<file path="config.mk">
export PLATFORM = sky130hd
export DESIGN_NAME = wta_winner_decoder
export DESIGN_NICKNAME = d
export VERILOG_FILES = /design/src/rtl/wta_pkg.sv /design/src/rtl/wta_spike_counter.sv /design/src/rtl/wta_winner_decoder.sv
export SDC_FILE = /design/constraint.sdc
export NUM_CORES = 1
export LEC_CHECK = 0
export CAP_MARGIN = 20
export CORE_MARGIN = 3
export CORE_UTILIZATION = 45
export DETAILED_ROUTE_END_ITERATION = 8
export PLACE_DENSITY = 0.64
export REMOVE_ABC_BUFFERS = 1
export SETUP_SLACK_MARGIN = 0.3
export SLEW_MARGIN = 10
export SYNTH_ARGS = -nofsm -noshare
export SYNTH_HDL_FRONTEND = slang
export SYNTH_SLANG_ARGS = --single-unit
</file>
<file path="constraint.sdc">
create_clock -name clk -period 8.85 [get_ports clk]
set_clock_uncertainty 0.15 [all_clocks]
set_input_delay 1.77 -clock clk [delete_from_list [all_inputs] [get_ports clk]]
set_output_delay 1.77 -clock clk [all_outputs]
set_load 0.01 [all_outputs]
</file>
<file path="src/rtl/wta_pkg.sv">
// Shared WTA network defaults and the winner-decoder scan state encoding.
// Pure declarations; no timing behaviour.
package wta_pkg;
    localparam int N_NEURONS = 8;
    localparam int CNT_W     = 8;
    localparam int IDX_W     = $clog2(N_NEURONS);

    typedef enum logic [1:0] {
        COUNT = 2'd0,
        SCAN  = 2'd1,
        DONE  = 2'd2
    } scan_state_t;
endpackage

</file>
<file path="src/rtl/wta_spike_counter.sv">
// Saturating per-neuron spike counter; clear wins over increment.
// Updates one cycle after an enabled edge; no backpressure, holds when en is low.
module wta_spike_counter
    import wta_pkg::*;
#(
    parameter int CNT_W = wta_pkg::CNT_W
) (
    input  logic             clk,
    input  logic             rst_n,
    input  logic             en,
    input  logic             inc,
    input  logic             clear,
    output logic [CNT_W-1:0] cnt
);
    localparam logic [CNT_W-1:0] CNT_MAX = '1;

    always_ff @(posedge clk) begin
        if (!rst_n) begin
            cnt <= '0;
        end else if (en) begin
            if (clear) begin
                cnt <= '0;
            end else if (inc && (cnt != CNT_MAX)) begin
                cnt <= cnt + CNT_W'(1);
            end
        end
    end
endmodule

</file>
<file path="src/rtl/wta_winner_decoder.sv">
// Per-window spike tally of the WTA network; reports winner index/count/tie/none.
// Result pulses N_NEURONS+1 edges after the window-closing edge; no backpressure.
module wta_winner_decoder
    import wta_pkg::*;
#(
    parameter int N_NEURONS = wta_pkg::N_NEURONS,
    parameter int CNT_W     = wta_pkg::CNT_W,
    parameter int WINDOW    = 256
) (
    input  logic                         clk,
    input  logic                         rst_n,
    input  logic                         en,
    input  logic [N_NEURONS-1:0]         spikes,
    output logic [$clog2(N_NEURONS)-1:0] win_idx,
    output logic [CNT_W-1:0]             win_cnt,
    output logic                         win_tie,
    output logic                         win_none,
    output logic                         win_valid
);
    localparam int                  IW       = $clog2(N_NEURONS);
    localparam int                  TMR_W    = $clog2(WINDOW);
    localparam logic [TMR_W-1:0]    TMR_LAST = TMR_W'(WINDOW - 1);
    localparam logic [IW-1:0]       IDX_LAST = IW'(N_NEURONS - 1);
    localparam logic [CNT_W-1:0]    CNT_MAX  = '1;

    logic [TMR_W-1:0] tmr;
    logic             snap_now;
    logic [CNT_W-1:0] live_cnt [N_NEURONS];
    logic [CNT_W-1:0] snap     [N_NEURONS];

    scan_state_t      state, state_nx;
    logic [IW-1:0]    idx, bidx;
    logic [CNT_W-1:0] best;
    logic             tie;

    assign snap_now = en && (tmr == TMR_LAST);

    always_ff @(posedge clk) begin
        if (!rst_n) begin
            tmr <= '0;
        end else if (en) begin
            tmr <= snap_now ? '0 : tmr + TMR_W'(1);
        end
    end

    for (genvar g = 0; g < N_NEURONS; g++) begin : g_cnt
        wta_spike_counter #(.CNT_W(CNT_W)) u_cnt (
            .clk   (clk),
            .rst_n (rst_n),
            .en    (en),
            .inc   (spikes[g]),
            .clear (snap_now),
            .cnt   (live_cnt[g])
        );
    end

    // Closing-cycle spikes are folded into the snapshot, not the next window.
    always_ff @(posedge clk) begin
        if (!rst_n) begin
            for (int i = 0; i < N_NEURONS; i++) snap[i] <= '0;
        end else if (snap_now) begin
            for (int i = 0; i < N_NEURONS; i++) begin
                snap[i] <= (spikes[i] && (live_cnt[i] != CNT_MAX))
                           ? live_cnt[i] + CNT_W'(1) : live_cnt[i];
            end
        end
    end

    always_ff @(posedge clk) begin
        if (!rst_n) state <= COUNT;
        else        state <= state_nx;
    end

    always_comb begin
        state_nx = state;
        case (state)
            COUNT:   if (snap_now) state_nx = SCAN;
            SCAN:    if (idx == IDX_LAST) state_nx = DONE;
            DONE:    state_nx = COUNT;
            default: state_nx = COUNT;
        endcase
    end

    // Strict > keeps the lowest index on equal counts.
    always_ff @(posedge clk) begin
        if (!rst_n) begin
            idx       <= '0;
            bidx      <= '0;
            best      <= '0;
            tie       <= 1'b0;
            win_idx   <= '0;
            win_cnt   <= '0;
            win_tie   <= 1'b0;
            win_none  <= 1'b0;
            win_valid <= 1'b0;
        end else begin
            win_valid <= 1'b0;
            case (state)
                COUNT: begin
                    if (snap_now) begin
                        idx  <= '0;
                        bidx <= '0;
                        best <= '0;
                        tie  <= 1'b0;
                    end
                end
                SCAN: begin
                    idx <= idx + IW'(1);
                    if (snap[idx] > best) begin
                        best <= snap[idx];
                        bidx <= idx;
                        tie  <= 1'b0;
                    end else if ((snap[idx] == best) && (best != '0)) begin
                        tie <= 1'b1;
                    end
                end
                DONE: begin
                    win_idx   <= bidx;
                    win_cnt   <= best;
                    win_tie   <= tie;
                    win_none  <= (best == '0);
                    win_valid <= 1'b1;
                end
                default: ;
            endcase
        end
    end
endmodule

</file>
== Yosys cells after proc, flatten, opt, wreduce, memory -nomap -nowiden ==
Memory sizes are Yosys's and may differ from the RTL's. A register that Yosys moved wholly into a read port is not among the register bits.
Cells that the tools add are included.
Word-level totals
  bits of input ports: 11
  RAM bits: 64
  output and inout bits: 14
  register bits after elaboration: 103
  memories kept: 1
Memory list
  snap: depth 8, bits a word 8, read ports 1, clocked after Yosys merged registers in 1, write ports 8, line wta_winner_decoder.sv:29  | logic [CNT_W-1:0] snap [N_NEURONS];
Operators by class
  bitwise operators: 8
  mux-type cells: 46
  reductions and logical operators: 18
  equality and inequality tests: 17
  magnitude comparators: 1
  add/subtract/negate cells: 10
Operators by type and width (number)
  $mux W8: 27
  $add A8 B1 Y8 const B: 9
  $ne A8 B8 Y1 const B: 8
  $pmux W8 S2: 1
  $mux W3: 4
  $pmux W3 S2: 2
  $logic_and A1 B1 Y1: 10
  $eq A8 B8 Y1: 1
  $eq A8 B8 Y1 const B: 1
  $gt A8 B8 Y1: 1
  $logic_not A8 Y1: 1
  $mux W1: 8
  $or A1 B1 Y1: 8
  $reduce_bool A8 Y1: 1
  $ne A2 B2 Y1 const B: 3
  $reduce_and A3 Y1: 2
  $mux W2: 2
  $pmux W2 S2: 1
  $reduce_and A2 Y1: 2
  $add A3 B1 Y3 const B: 1
  $eq A3 B3 Y1 const B: 1
  $ne A3 B3 Y1 const B: 1
  $eq A2 B1 Y1 const B: 1
  $eq A2 B2 Y1 const B: 1
  3 further kinds: 3

== Longest topological paths before layout ==
  word-level depth: 6
  mapped depth: 11
  gate-level depth less buffers: 8

== Modules after synthesis ==
From an unflattened synthesis, not the netlist that was laid out.
Unflattened totals
  cell total of the unflattened synthesis: 1018
  area total of the unflattened synthesis: 9684.3 um^2
Modules (own cells, without submodules)
  wta_winner_decoder: area an instance 5870.6 um^2, sequential area each 2762.6 um^2, cells an instance 546, times used 1
  wta_spike_counter: area an instance 476.7 um^2, sequential area each 160.2 um^2, cells an instance 59, times used 8

== Worst setup path before layout ==
OpenSTA, ideal clock, no wires.
  path type: input to register
  start: in en
  end: mem snap[0][0] (enable)
  data arrival time: 3.991 ns
  buffers on the path: 2
  setup slack: 4.282 ns
  stages on the path: 5
  library setup time: 0.427 ns
  path through: buf_2 nand4_1 or2_1 clkbuf_1 nand2_1
RTL lines
  from (decl): line wta_winner_decoder.sv:12  | input logic en,
  to (decl): line wta_winner_decoder.sv:29

==> impl_results.md <==
* Status: complete, no violations
* Post-synthesis sequential area ratio at roughly half
* Clk network pwr share at 44.3%
* Vias at between 6k and 7k
* GRT Util Overall at 19.6%
* Commonest register cell after synthesis: dfxtp_1
* Filler cell count at approximately 1.7k
* CP startpoint: en
* CTS Buffer Depth at 2
* Commonest non-fill, non-tap cell in the layout: nor2_1
* CTS clk-pin slew, worst paths at about 60 ps
* Switch share at between 20% and 30%
* Min-delay src: win_idx[1]
* IO buf count at 24
* Total power at roughly 1.7 mW
* # clock sinks at 170
* H-Tree Depth at 4
* Seq. cell area at 4040 um2
* Crit end category: register
* Top post-synthesis cells by area: dfxtp_1, edfxtp_1, nor2_1, mux4_1, nand2_1
* Area occupied by multi-input gates at between 4000 and 5000 um2
* Finish-stage setup viols at 0
* DR pass1 iterations at 5
* # diodes at 0
* Total CTS buffers at 17
* RePlAce Congestion at between 0.8 and 0.9
* Unique masters post-synth at 60
* Max cap viols at 0
* Mapped Cells at around 860
* Reg2Reg Setup Slack at 4590 ps
* Slew HR at around a quarter
* Worst ir drop on vdd at approximately 120 uV
* Critical path required time at a little under 9000 ps
* Die area at 20,400 um2
* Comb power frac at under 10%
* CP Max Fanout at 42
* Iteration-0 DRC Markers at 520
* Die Height at 143 um
* Synth async-reset ratio at 0%
* Clk Latency, worst-skew pair at ~440 ps
* Critical Path Source Type: input pin
* Worst Path Arrival at 4760 ps
* Top cell type by total area after synthesis: dfxtp_1
* Row cnt at 49
* RSZ-0062 raised after global routing: no
* Post-Syn Area at roughly 8400 um2
* Area grow syn2layout at 11.2%
* Hold Buf Count CTS at 0
* Actual slew at the worst max-slew pin at about 1100 ps
* Num ports at 25
* Register share of total power at 50.7%
* Drt via density at 5.81
* Crit share post-route at between 50% and 60%
* Final max-slew violation count at 0
* Synthesis Warnings at 0
* WL/cell at around 18 um
* HP Class: reg2reg
* Die Wd at 143 um
* Clk root buf: clkbuf_16
* Routed WL at slightly below 20,000 um
* Non-filler instance count after layout at 1,100
* Mean Syn Cell Area at between 9 and 10 um2
* Synthesis-stage register bit count at 170
* Core ar. at roughly 18,000 um2
* Power density cells at ~180 nW/um2
* Initial Utilization at between 40% and 50%
* Synth top area share at around 25%
* Cell-internal power at ~1.3 mW
* Post-CTS Setup Inserts at 0
* CTS tree: yes
* Nets at just under 900
* Largest net degree at the start of global routing at about 60
* Final HPWL DP at 12,300 um
* FMAX at 207 MHz
* Most frequent cells in the layout: nor2_1, dfxtp_1, nand2_1
* Setup TNS at 0 ps
* Post-synth EDFFs at between 60 and 70
* Post_cts resized at 0
* First-pass GRT wire length at roughly 31,000 um
* Share of cells above drive strength 1 at just under 7%
* GRT Residual Overflow at 0
* Switch Pwr at around 0.38 mW
* # placed instances at approximately 1.1k
* Antenna violations before repair at 0
* Period minus WS final at approximately 4800 ps
* Antenna viol nets, final at 0
* Vias in the first global route at just under 6k
* Number of remaining DRC errors at 0
* LEAKAGE at 3.13 nW
* Final hold vios at 0
* Setup CP Type: in2reg
-- cell usage after synthesis (19+ instances only) --
| library cell | instances |
|---|---|
| nor2_1 | 112 |
| dfxtp_1 | 106 |
| nand2_1 | 82 |
| edfxtp_1 | 64 |
| a21oi_1 | 54 |
| o21ai_0 | 42 |
| clkbuf_1 | 35 |
| nand3_1 | 33 |
| a31oi_1 | 28 |
| nor3_1 | 22 |
| xnor2_1 | 21 |
| ha_1 | 19 |
-- cells by family after synthesis --
kind of cell             after synthesis  synth area share, %
AO/OA/AOI/OAI                        195                 15.0
XOR/XNOR                              39                 4.06
adder cells (fa/ha/maj)               19                 2.83
buffers and inverters                 70                 3.56
flip-flops                           170                 48.1
multiplexers                          38                 7.74
AND/OR/NAND/NOR                      328                 18.7
-- worst paths after layout --
kind / to / depth (start not counted)
min: win_idx[1] / 2
max reg2reg: bidx[2] / 9
min reg2reg: win_idx[1] / 2
max: snap[0][5] / 6
-- final cells by class --
cell class	count	area share (%)
multi-input combinational	619	43.6
sequential	170	43.2
clock buffer	17	4.55
timing repair buffer	33	3.29
tap	229	3.06
clock inverter	15	1.61
inverter	17	0.682
-- power groups by stage --
stage          sequential (mW)  combinational (mW)  clock (mW)
2_1_floorplan            0.855              0.0511           0
3_3_place_gp             0.858              0.0830           0
3_5_place_dp             0.858              0.0837           0
4_1_cts                  0.841              0.0841       0.750
5_1_grt                  0.843              0.0928       0.781
6_report                 0.841              0.0836       0.734
-- layer usage --
metal | wire [um] | up-vias | track usage (%)
met2 | 8710 | 153 | 30.0
met3 | 789 | 25 | 3.72
met4 | 412 | 0 | 7.15
li1 | - | 3171 | -
met5 | 0 | - | 0
met1 | 9490 | 3043 | 27.9
-- registers in the layout (all words and copies together) (netlist names), named ones only --
register         count
idx                  3
win_none             1
bidx                 3
g_cnt.u_cnt.cnt     64
win_idx              3
win_valid            1
win_cnt              8
snap                64
best                 8
state                2
tie                  1
tmr                  8
win_tie              1
-- stage by stage --
step           cell area (um2)  setup slack, ps  util [%]  hold WS [ps]
6_report                  9350             4010      51.5           302
5_1_grt                   9350             3800      51.5           328
4_1_cts                   9340             4030      51.5           306
3_5_place_dp              8770             3570      48.3           297
3_3_place_gp              8760             3680      48.3           292
2_1_floorplan             8180             4510         -           281
-- critical path: stages --
cell and delay (ps):
clkdlybuf4s50_1 460, buf_4 410, nand4_1 290, or2_1 540
nand2_2 700, buf_4 540
(Power assumes the default switching activity.)
